==> config.mk <==
export PLATFORM = sky130hd
export DESIGN_NAME = expe_select_seq
export DESIGN_NICKNAME = d
export VERILOG_FILES = /design/src/rtl/expe_pkg.sv /design/src/rtl/expe_code_decode.sv /design/src/rtl/expe_select_seq.sv
export SDC_FILE = /design/constraint.sdc
export NUM_CORES = 1
export LEC_CHECK = 0
export BUFFER_PORTS_ARGS = -buffer_cell sky130_fd_sc_hd__clkbuf_2
export CORE_UTILIZATION = 45
export DETAILED_ROUTE_END_ITERATION = 8
export PLACE_DENSITY = 0.69
export SLEW_MARGIN = 25
export SYNTH_ARGS = -nofsm -noshare
export SYNTH_HDL_FRONTEND = slang
export SYNTH_HIERARCHICAL = 1
export SYNTH_SLANG_ARGS = --single-unit
==> constraint.sdc <==
create_clock -name clk -period 6.1 [get_ports clk]
set_clock_uncertainty 0.05 [all_clocks]
set_input_delay 0.305 -clock clk [delete_from_list [all_inputs] [get_ports clk]]
set_output_delay 0.305 -clock clk [all_outputs]
set_load 0.005 [all_outputs]
==> src/rtl/expe_pkg.sv <==
// Shared types and helpers for the experiment-select block: code field widths,
// the all-off code, the FSM state encoding and code field extractors.
package expe_pkg;

    localparam int          GRP_W    = 4;
    localparam int          IDX_W    = 4;
    localparam logic [7:0]  CODE_OFF = 8'h00;

    typedef enum logic [1:0] {
        IDLE   = 2'd0,
        ACTIVE = 2'd1,
        GUARD  = 2'd2
    } state_e;

    function automatic logic [GRP_W-1:0] code_grp(input logic [7:0] code);
        return code[7:4];
    endfunction

    function automatic logic [IDX_W-1:0] code_idx(input logic [7:0] code);
        return code[3:0];
    endfunction

endpackage

==> src/rtl/expe_code_decode.sv <==
// Combinational check of an experiment code against the per-group slot counts,
// producing a legality flag and the one-hot enable pattern for that code.
module expe_code_decode
    import expe_pkg::*;
#(
    parameter int                  GROUPS      = 4,
    parameter int                  MAX_IDX     = 9,
    parameter logic [4*GROUPS-1:0] GROUP_SIZES = 16'h6695
) (
    input  logic [7:0]                sel_code,
    output logic                      legal,
    output logic [GROUPS*MAX_IDX-1:0] onehot
);

    localparam int                EN_W = GROUPS * MAX_IDX;
    localparam logic [EN_W-1:0]   ONE  = {{(EN_W-1){1'b0}}, 1'b1};

    logic [GRP_W-1:0] grp;
    logic [IDX_W-1:0] idx;
    logic [3:0]       size;
    int               bitpos;

    always_comb begin
        grp    = code_grp(sel_code);
        idx    = code_idx(sel_code);
        size   = '0;
        bitpos = 0;
        legal  = 1'b0;
        onehot = '0;

        for (int g = 1; g <= GROUPS; g++) begin
            if (int'(grp) == g) begin
                size = GROUP_SIZES[(g-1)*4 +: 4];
            end
        end

        // All-off is legal but enables nothing; every other code needs both fields in range.
        if (sel_code == CODE_OFF) begin
            legal = 1'b1;
        end else if ((grp != '0) && (int'(grp) <= GROUPS) &&
                     (idx != '0) && (idx <= size) && (int'(idx) <= MAX_IDX)) begin
            legal  = 1'b1;
            bitpos = (int'(grp) - 1) * MAX_IDX + int'(idx) - 1;
            onehot = ONE << bitpos;
        end
    end

endmodule

==> src/rtl/expe_select_seq.sv <==
// Registered experiment selector: valid/ready code intake, legality check,
// and break-before-make switching with a programmable all-off guard gap.
//
// Handshake: a request transfers on a rising edge where sel_valid and sel_ready
// are both high. sel_ready comes straight from a flop (low only during GUARD),
// so it never depends on sel_valid in the same cycle.
module expe_select_seq
    import expe_pkg::*;
#(
    parameter int                  GROUPS       = 4,
    parameter int                  MAX_IDX      = 9,
    parameter logic [4*GROUPS-1:0] GROUP_SIZES  = 16'h6695,
    parameter int                  GUARD_CYCLES = 4
) (
    input  logic                      clk,
    input  logic                      rst,
    input  logic [7:0]                sel_code,
    input  logic                      sel_valid,
    output logic                      sel_ready,
    output logic [GROUPS*MAX_IDX-1:0] en,
    output logic [7:0]                active,
    output logic                      busy,
    output logic                      sel_err,
    output logic [1:0]                dbg_state
);

    localparam int         EN_W       = GROUPS * MAX_IDX;
    localparam logic [7:0] GUARD_LOAD = 8'(GUARD_CYCLES - 1);

    state_e            state_q, state_d;
    logic [7:0]        cnt_q, cnt_d;
    logic [7:0]        pend_q, pend_d;
    logic [EN_W-1:0]   pend_oh_q, pend_oh_d;
    logic [EN_W-1:0]   en_q, en_d;
    logic [7:0]        active_q, active_d;
    logic              busy_q, busy_d;
    logic              err_q, err_d;
    logic              ready_q, ready_d;

    logic              code_legal;
    logic [EN_W-1:0]   code_oh;
    logic              accept;
    logic              take;

    expe_code_decode #(
        .GROUPS      (GROUPS),
        .MAX_IDX     (MAX_IDX),
        .GROUP_SIZES (GROUP_SIZES)
    ) u_decode (
        .sel_code (sel_code),
        .legal    (code_legal),
        .onehot   (code_oh)
    );

    assign accept = sel_valid & ready_q;
    // A legal code that matches what is already enabled is a no-op, not a switch.
    assign take   = accept & code_legal & (sel_code != active_q);

    // State and output registers.
    always_ff @(posedge clk) begin
        if (rst) begin
            state_q   <= IDLE;
            cnt_q     <= '0;
            pend_q    <= CODE_OFF;
            pend_oh_q <= '0;
            en_q      <= '0;
            active_q  <= CODE_OFF;
            busy_q    <= 1'b0;
            err_q     <= 1'b0;
            ready_q   <= 1'b1;
        end else begin
            state_q   <= state_d;
            cnt_q     <= cnt_d;
            pend_q    <= pend_d;
            pend_oh_q <= pend_oh_d;
            en_q      <= en_d;
            active_q  <= active_d;
            busy_q    <= busy_d;
            err_q     <= err_d;
            ready_q   <= ready_d;
        end
    end

    // Next-state logic.
    always_comb begin
        state_d = state_q;
        case (state_q)
            IDLE, ACTIVE: begin
                if (take) state_d = GUARD;
            end
            GUARD: begin
                if (cnt_q == '0) state_d = (pend_q == CODE_OFF) ? IDLE : ACTIVE;
            end
            default: state_d = IDLE;
        endcase
    end

    // Datapath and output next values.
    always_comb begin
        cnt_d     = cnt_q;
        pend_d    = pend_q;
        pend_oh_d = pend_oh_q;
        en_d      = en_q;
        active_d  = active_q;
        err_d     = 1'b0;

        case (state_q)
            IDLE, ACTIVE: begin
                err_d = accept & ~code_legal;
                if (take) begin
                    cnt_d     = GUARD_LOAD;
                    pend_d    = sel_code;
                    pend_oh_d = code_oh;
                    en_d      = '0;
                    active_d  = CODE_OFF;
                end
            end
            GUARD: begin
                if (cnt_q == '0) begin
                    en_d     = pend_oh_q;
                    active_d = pend_q;
                end else begin
                    cnt_d = cnt_q - 8'd1;
                end
            end
            default: begin
                en_d     = '0;
                active_d = CODE_OFF;
            end
        endcase

        busy_d  = (state_d == GUARD);
        ready_d = (state_d != GUARD);
    end

    assign sel_ready = ready_q;
    assign en        = en_q;
    assign active    = active_q;
    assign busy      = busy_q;
    assign sel_err   = err_q;
    assign dbg_state = state_q;

endmodule
* Yosys cells after proc, flatten, opt, wreduce, memory -nomap -nowiden
Index checks and enable logic that the tools add are counted.
** Storage, ports and cells
- Register bits after elaboration :: 101
- Input bits :: 11
- Output and inout port bits :: 49
- Logic and storage cells :: 73
** Operators by class
- $add $sub $neg :: 4
- $mul :: 1
- $lt $le $gt $ge :: 3
- Equality and inequality tests :: 12
- Shifts and indexed selects :: 1
- Muxes and demuxes :: 21
- Bitwise logic cells :: 6
- Reduce and logical (&&, ||, !) cells :: 16
** Operators with widths (count)
- 36-bit two-way mux :: 4
- 36-bit one-hot mux with 2 select lines :: 1
- 1-bit by 32-bit << shifter with 36-bit output (first input constant) :: 1
- 32-bit by 5-bit adder with 32-bit output :: 1
- 32-bit by 5-bit multiplier with 32-bit output (second input constant) :: 1
- 8-bit two-way mux :: 4
- 8-bit one-hot mux with 2 select lines :: 2
- 32-bit by 2-bit subtractor with 32-bit output (second input constant) :: 1
- 8-bit zero test :: 3
- 4-bit two-way mux :: 3
- 4-bit by 3-bit equality test with 1-bit output (second input constant) :: 2
- 2-bit != test (second input constant) :: 4
- 8-bit != test :: 1
- 4-bit nonzero test :: 2
- 8-bit by 1-bit subtractor with 8-bit output (second input constant) :: 1
- 4-bit by 1-bit subtractor with 5-bit output (second input constant) :: 1
- 1-bit AND :: 4
- 2-bit equality test (second input constant) :: 2
- 4-bit by 2-bit equality test with 1-bit output (second input constant) :: 1
- 4-bit equality test (second input constant) :: 1
- 4-bit by 3-bit less-or-equal comparator with 1-bit output (second input constant) :: 1
- 4-bit less-or-equal comparator :: 1
- 4-bit less-or-equal comparator (second input constant) :: 1
- 1-bit logical AND :: 4
- 11 further kinds :: 17

* Depth between registers and ports, before layout
Gate-level depths: netlist of run 1.
- Depth after elaboration :: 15
- Mapped depth :: 21
- Gate-level depth less buffers :: 21

* By module
Netlist of run 1, hierarchy kept.
** Modules (own cells, without submodules)
- expe_select_seq :: times used 1, cells each 566, area an instance 5007.3 um^2, seq. area each 2021.9 um^2
- expe_code_decode :: times used 1, cells each 202, area an instance 1624.1 um^2, seq. area each 0.0 um^2

* Worst setup path before layout of run 1
No wires, ideal clock.
- Path kind :: input -> register
- From :: input sel_code[4]
- To :: register pend_oh_q[3]
- Setup time :: 0.072 ns
- Arrival :: 5.372 ns
- Data required time :: 5.978 ns
- Path slack :: 0.607 ns
- Cell stages on the path :: 20
- Path buffers :: 0
- Cells stage by stage :: inv_1 -> ha_1 -> or3b_4 -> inv_1 -> ha_1 -> fa_1 -> ha_1 -> a211oi_2 -> nor2_2 -> mux2i_4 -> nor3_2 -> nand3_1 -> ha_1 -> or4b_2 -> nor4_1 -> and2_1 -> nand4_1 -> a211oi_1 -> nand2b_1 -> mux2i_1
** On the way
- Elaborated cells between the ends (all ways) :: 29
- Classes of those cells :: add/sub (3); mul (1); order compare (2); eq/ne (5); shift (1); mux (8); bitwise (2); reduce/logical (7)
** RTL lines
- from (decl) :: line expe_select_seq.sv:17 : input logic [7:0] sel_code,
- parallel branches: the longest is 9 deep, another holds 32-bit by 5-bit multiplier with 32-bit output
- 36-bit two-way mux (*) :: line expe_code_decode.sv:38 : if (sel_code == CODE_OFF) begin
- via code_oh[3] :: line expe_select_seq.sv:41 : logic [EN_W-1:0] code_oh;
- to (signal assigned) :: line expe_select_seq.sv:75 : pend_oh_q <= pend_oh_d;
- to (decl) :: line expe_select_seq.sv:33 : logic [EN_W-1:0] pend_oh_q, pend_oh_d;
Mark *: on every way through the listed nets, which the timed path passes.
A chain may end at the register's enable or synchronous reset.

* Worst setup path after layout of run 1
- From :: input sel_code[4]
- To :: register pend_oh_q[22]
Same word-level chain as after synthesis.

==> flow_metrics.tcl, run 1 <==
set metrics [dict create \
    die_h_um 123 \
    initial_utilization 0.469 \
    p_sw_frac 0.313 \
    clkLatencyLatePin_ns 0.35 \
    fin_total_pwr_uw 1580 \
    worstPathMaxFanout 8 \
    critPathRequiredTime_ns 6.33 \
    p_int_uw 1090 \
    overflow 0 \
    layout_min_cycle_time_ns 5.69 \
    synth_top_area_frac 0.305 \
    drt_iter0_drc 426 \
    slew_violations 0 \
    globalplace.congestion 0.884 \
    power_density_nw_per_um2 217 \
    total_leakage_power_uw 0.00274 \
    yosys_register_bits 101 \
    grt_setup_unrepaired "no" \
    yosysTopAreaCell "dfxtp_1" \
    mostFrequentLayoutCell "dfxtp_1" \
    clk_path_buf_depth 2 \
    ant_nets 0 \
    grt_max_degree 114 \
    ctsResizeCount 0 \
    grt_pass1_vias 5192 \
    worstSetupEndpointType "flip-flop" \
    antenna_found_initial 0 \
    post-route-drc-count 0 \
    crit_chain "clkbuf_2 -> inv_1 -> ha_1 -> or3b_4 -> inv_1 -> ha_1 -> fa_1 -> ha_1 -> a211oi_2 -> o21bai_1 -> a211oi_1 -> inv_1 -> ha_1 -> or4b_2 -> nor4_1 -> and2_1 -> nand4_1 -> a211oi_1 -> nand2b_1 -> mux2i_1" \
    placement_rows 43 \
    drive_gt1_frac 0.144 \
    criticalPathCategory "input pin to flip-flop" \
    synthTopCellsByArea "dfxtp_1 30%, nand2b_1 8.4%, ha_1 6.8%" \
    start_kind "input pin" \
    setup_viol_count_final 0 \
    dieArea_um2 15200 \
    power_frac_comb 0.219 \
    final_cell_mix "101 x dfxtp_1, 89 x nand2b_1, 58 x clkbuf_2, 56 x nand3_1, 55 x nand4_1" \
    yosys_warnings 6 \
    yosys_most_used_dff "dfxtp_1" \
    syn_area_um2 6630 \
    diodes 0 \
    htree_num_levels 3 \
    core_region_area_um2 14100 \
    ctsRootBufferMaster "clkbuf_16" \
    switchingPower_uw 495 \
    holdBufCountCts 0 \
    vias 5715 \
    post-cts-setup-buffers 0 \
    syn_to_final_growth_pct 9.87 \
    fmax_mhz 176 \
    peakVddDrop_uv 149 \
    cp_slowest_cell "or4b_2" \
    cts_sinks 101 \
    startpoint "sel_code[4]" \
    synthesis.nets 818 \
    seq_area_frac_synth 0.305 \
    die_w_um 123 \
    synth_edf_count 0 \
    wire_per_inst_um 16.2 \
    port_buffers 59 \
    synth_area_per_cell_um2 8.63 \
    final_util 0.515 \
    cts_tree "done" \
    track_usage 0.221 \
    power_frac_seq 0.418 \
    fin_crit_sh 0.933 \
    hold_viol 0 \
    hold_path_class "input pin to flip-flop" \
    tightest_slew_ns 0.943 \
    nets 841 \
    slew_headroom 0.370 \
    critical_path_arrival_ns 5.92 \
    cp_top_family "simple AND/OR/NAND/NOR gates" \
    cp_slowest_stage_delay_ns 0.69 \
    routed_wl_mm 15.8 \
    path_clk_slew_ns 0.07 \
    netlist-cell-type-count 63 \
    viasPerCell 5.86 \
    final.setup.tns_ns 0 \
    path_buf_inv 4 \
    cts_buffers 9 \
    hold_start "sel_valid" \
    status "complete, no violations" \
    first_pass_iters 6 \
    pin_count 60 \
    netlist_instances 768 \
    max-cap-violations 0 \
    pwr-share-clk 0.362 \
    cp_common_cell "ha_1" \
    rr_startpoint "active[5]" \
    hpwl_mm 10.1 \
    whs_ns 0.175 \
    async_flop_share 0 \
    grt_pass1_wl_mm 26.6 \
]
-- power groups by stage --
stage          Sequential (uW)  Clock [uW]  Combinational [uW]
2_1_floorplan              678           0                 287
3_3_place_gp               678           0                 341
3_5_place_dp               678           0                 341
4_1_cts                    663         589                 342
5_1_grt                    663         621                 384
6_report                   663         574                 348
-- registers in the layout, summed over array words and instances (netlist names) --
| signal | flops |
|---|---|
| en | 36 |
| pend_oh_q | 36 |
| active | 8 |
| cnt_q | 8 |
| pend_q | 8 |
| dbg_state | 2 |
| busy | 1 |
| sel_err | 1 |
| sel_ready | 1 |
-- synthesized netlist by cell type, types with 2 or more instances --
library cell	count
a211o_1	3
a211oi_1	27
a211oi_2	5
a21oi_1	7
a32oi_1	44
and2_1	3
buf_2	8
buf_4	6
buf_6	5
clkbuf_1	42
dfxtp_1	101
fa_1	3
ha_1	36
inv_1	14
mux2i_1	45
nand2_1	53
nand2b_1	89
nand3_1	57
nand4_1	55
nand4b_1	2
nor2_1	24
nor2b_1	46
nor3_1	9
nor3_2	2
nor3b_1	2
nor4_1	7
nor4_4	3
o211ai_1	3
o21a_1	2
o21ai_0	7
o21ba_2	2
o21bai_1	2
o31a_1	2
or2_2	2
or3_1	3
xnor2_1	4
xor2_1	17
-- area by class of cell --
cell class / instances / area [um2]
Multi-Input combinational cell: 592 / 4290
Tap cell: 180 / 225
Inverter: 14 / 52.6
Sequential cell: 101 / 2020
Fill cell: 1375 / 6860
Clock buffer: 9 / 225
Clock inverter: 7 / 63.8
Timing Repair Buffer: 73 / 403
-- worst reg2reg max path: stages, from the launching register on --
cell,delay (ns)
dfxtp_1,0.43
xor2_1,0.30
nor4_4,0.07
buf_4,0.31
a211oi_4,0.60
buf_4,0.73
mux2i_1,0.30
-- worst paths after layout --
path	end	slack, ns	cells past startpoint
hold / removal	sel_err	0.17	3
hold reg to reg	en[9]	0.42	2
setup reg to reg	pend_oh_q[23]	3.25	6
setup / recovery	pend_oh_q[22]	0.41	20
-- per-layer routing --
| metal | GRT usage | wire, um | up-vias |
|---|---|---|---|
| li1 | - | - | 2861 |
| met5 | 0 | 0 | - |
| met4 | 0.0617 | 212 | 0 |
| met3 | 0.0387 | 830 | 17 |
| met2 | 0.343 | 6950 | 142 |
| met1 | 0.313 | 7830 | 2695 |
-- metrics by stage --
stage          std cells  instance area [um2]  worst slack, ns
6_report             976                 7290            0.410
5_1_grt              976                 7290           0.0539
4_1_cts              976                 7290            0.386
3_5_place_dp         960                 7000           0.0370
3_3_place_gp         960                 7000            0.178
2_1_floorplan        768                 6630            0.607
-- logic make-up after synthesis --
kind of cell | Yosys count | synth area share
AND/OR/NAND/NOR | 371 | 0.323
AO/OA/AOI/OAI | 113 | 0.137
flip-flops | 101 | 0.305
buffers and inverters | 75 | 0.0530
multiplexers | 46 | 0.0713
adder cells (fa/ha/maj) | 39 | 0.0770
XOR/XNOR | 23 | 0.0336
Power figures use the tool's default switching activity.
==> run 2, diff against run 1 <==
Settings changed: CORE_UTILIZATION 45 to 60, PLACE_DENSITY 0.69 to 0.86.
==> run 2 against run 1 <==
The run now ends with design-rule violations left. Critical path depth stayed put. Non-clock buffer count shrank 4. Critical endpoint is now pend_oh_q[30]. Routed wire length decreased by 2.0%. Combinational power barely moved. Clock-buffer cell count is 2 higher. Worst hold slack got worse by 0.065 ns.
==> flow_metrics.tcl, run 2 (synthesized netlist as in run 1, its figures left out) <==
set metrics [dict create \
    status "complete, but fails checks" \
    violations "design-rule violations" \
    grt_pass1_vias 5608 \
    dpl_cell_area_um2 6910 \
    globalplace.congestion 0.913 \
    die_h_um 107 \
    r2r_end "pend_oh_q[31]" \
    cts_tree "done" \
    worstPathMaxFanout 8 \
    critPathRequiredTime_ns 6.36 \
    layout_min_cycle_time_ns 5.77 \
    wire_per_inst_um 16.6 \
    grt_setup_unrepaired "no" \
    first_pass_iters 7 \
    clk_path_buf_depth 2 \
    grt_max_degree 114 \
    hold_path_class "input pin to flip-flop" \
    crit_chain "clkbuf_2 -> inv_1 -> ha_1 -> or3b_4 -> inv_1 -> ha_1 -> fa_1 -> ha_1 -> a211oi_2 -> o21bai_1 -> a211oi_2 -> inv_1 -> ha_1 -> or4b_2 -> nor4_1 -> buf_4 -> nand4_1 -> a211oi_1 -> nand2b_1 -> mux2i_1" \
    fin_crit_sh 0.947 \
    peakVddDrop_uv 112 \
    post-route-drc-count 1 \
    port_buffers 59 \
    clkLatencyLatePin_ns 0.38 \
    whs_ns 0.110 \
    hold_viol 0 \
    slew_headroom 0.357 \
    ctsRootBufferMaster "clkbuf_8" \
    cts_buffers 9 \
    cp_common_cell "ha_1" \
    start_kind "input pin" \
    routed_wl_mm 15.5 \
    final.setup.tns_ns 0 \
    drive_gt1_frac 0.139 \
    cp_top_family "simple AND/OR/NAND/NOR gates" \
    worstSetupEndpointType "flip-flop" \
    rr_worst_depth 6 \
    tightest_slew_ns 0.965 \
    cts_sinks 101 \
    reg2reg_setup_slack_ns 3.31 \
    critical_path_arrival_ns 6.03 \
    vias 5965 \
    nets 837 \
    endpoint "pend_oh_q[30]" \
    hpwl_mm 10.2 \
    setup_viol_count_final 0 \
    total_leakage_power_uw 0.00267 \
    dieArea_um2 11500 \
    track_usage 0.275 \
    max-cap-violations 0 \
    core_region_area_um2 10800 \
    drt_iter0_drc 455 \
    power_density_nw_per_um2 199 \
    die_w_um 107 \
    path_clk_slew_ns 0.09 \
    fin_area_um2 7100 \
    fmax_mhz 173 \
    cp.depth 20 \
    viasPerCell 6.40 \
    pin_count 60 \
    path_buf_inv 5 \
    overflow 0 \
    diodes 0 \
    syn_to_final_growth_pct 7.06 \
    placement_rows 38 \
    cp_slowest_stage_delay_ns 0.70 \
    cp_slowest_cell "or4b_2" \
    slew_violations 0 \
    rr_startpoint "active[6]" \
    grt_pass1_wl_mm 25.7 \
    initial_utilization 0.614 \
    criticalPathCategory "input pin to flip-flop" \
    antenna_found_initial 0 \
    startpoint "sel_code[4]" \
    htree_num_levels 3 \
    final_cell_mix "101 x dfxtp_1, 89 x nand2b_1, 58 x clkbuf_2, 57 x nand3_1, 55 x nand4_1" \
    mostFrequentLayoutCell "dfxtp_1" \
    ant_nets 0 \
]
[run 2: changes by cell type in the layout (fill, tap and decap cells not counted), sizes merged]
cell      before  now
buf           15   11
clkinv         5    3
clkinvlp       0    1
bufinv         1    0
clkbuf        67   69
[run 2: where the power goes]
part | total, uW | switching (uW) | internal [uW]
Sequential | 663 | 1.94 | 661
Clock | 401 | 241 | 161
Combinational | 346 | 237 | 110
Total | 1410 | 479 | 932
[run 2: what timing repair did]
| action | in CTS | in global routing |
|---|---|---|
| setup buffers | 0 | 0 |
| resized for setup | 0 | 2 |
| hold endpoints to repair | 0 | 0 |
| endpoints found under the setup margin | 0 | 7 |
| hold buffers | 0 | 0 |
[run 2: layout make-up]
type | instances | area, um2
multi-input combinational | 592 | 4300
fill | 853 | 3690
sequential | 101 | 2020
timing repair buffer | 69 | 373
tap | 140 | 175
clock buffer | 11 | 141
inverter | 14 | 52.6
clock inverter | 5 | 35.0
[run 2: routing by layer]
layer | GRT usage | wire length [um]
met5 | 0 | 0
met4 | 0.141 | 387
met2 | 0.465 | 7530
met3 | 0.0432 | 745
met1 | 0.338 | 6840
[run 2: per-stage QoR]
step / instances / total power [uW] / setup WS [ns] / util
2_1_floorplan: 768 / 965 / 0.607 / -
3_3_place_gp: 916 / 998 / 0.237 / 0.640
3_5_place_dp: 916 / 1010 / -0.0905 / 0.640
4_1_cts: 932 / 1410 / 0.312 / 0.657
5_1_grt: 932 / 1470 / 0.0608 / 0.658
6_report: 932 / 1410 / 0.325 / 0.658
[run 2: worst min-delay path, cell delays in order]
cell,delay [ns]
clkbuf_2,0.09
nand3_1,0.07
nor2_1,0.04
[run 2: worst min-delay path by stage]
stage	start	endpoint	slack [ns]	depth (start not counted)
after detailed placement	pend_oh_q[11]	en[11]	0.40	2
after CTS	sel_valid	sel_err	0.1	3
final	sel_valid	sel_err	0.11	3
after floorplan	pend_oh_q[0]	en[0]	0.39	2
after global placement	pend_oh_q[11]	en[11]	0.40	2
after global routing	sel_valid	sel_err	0.13	3
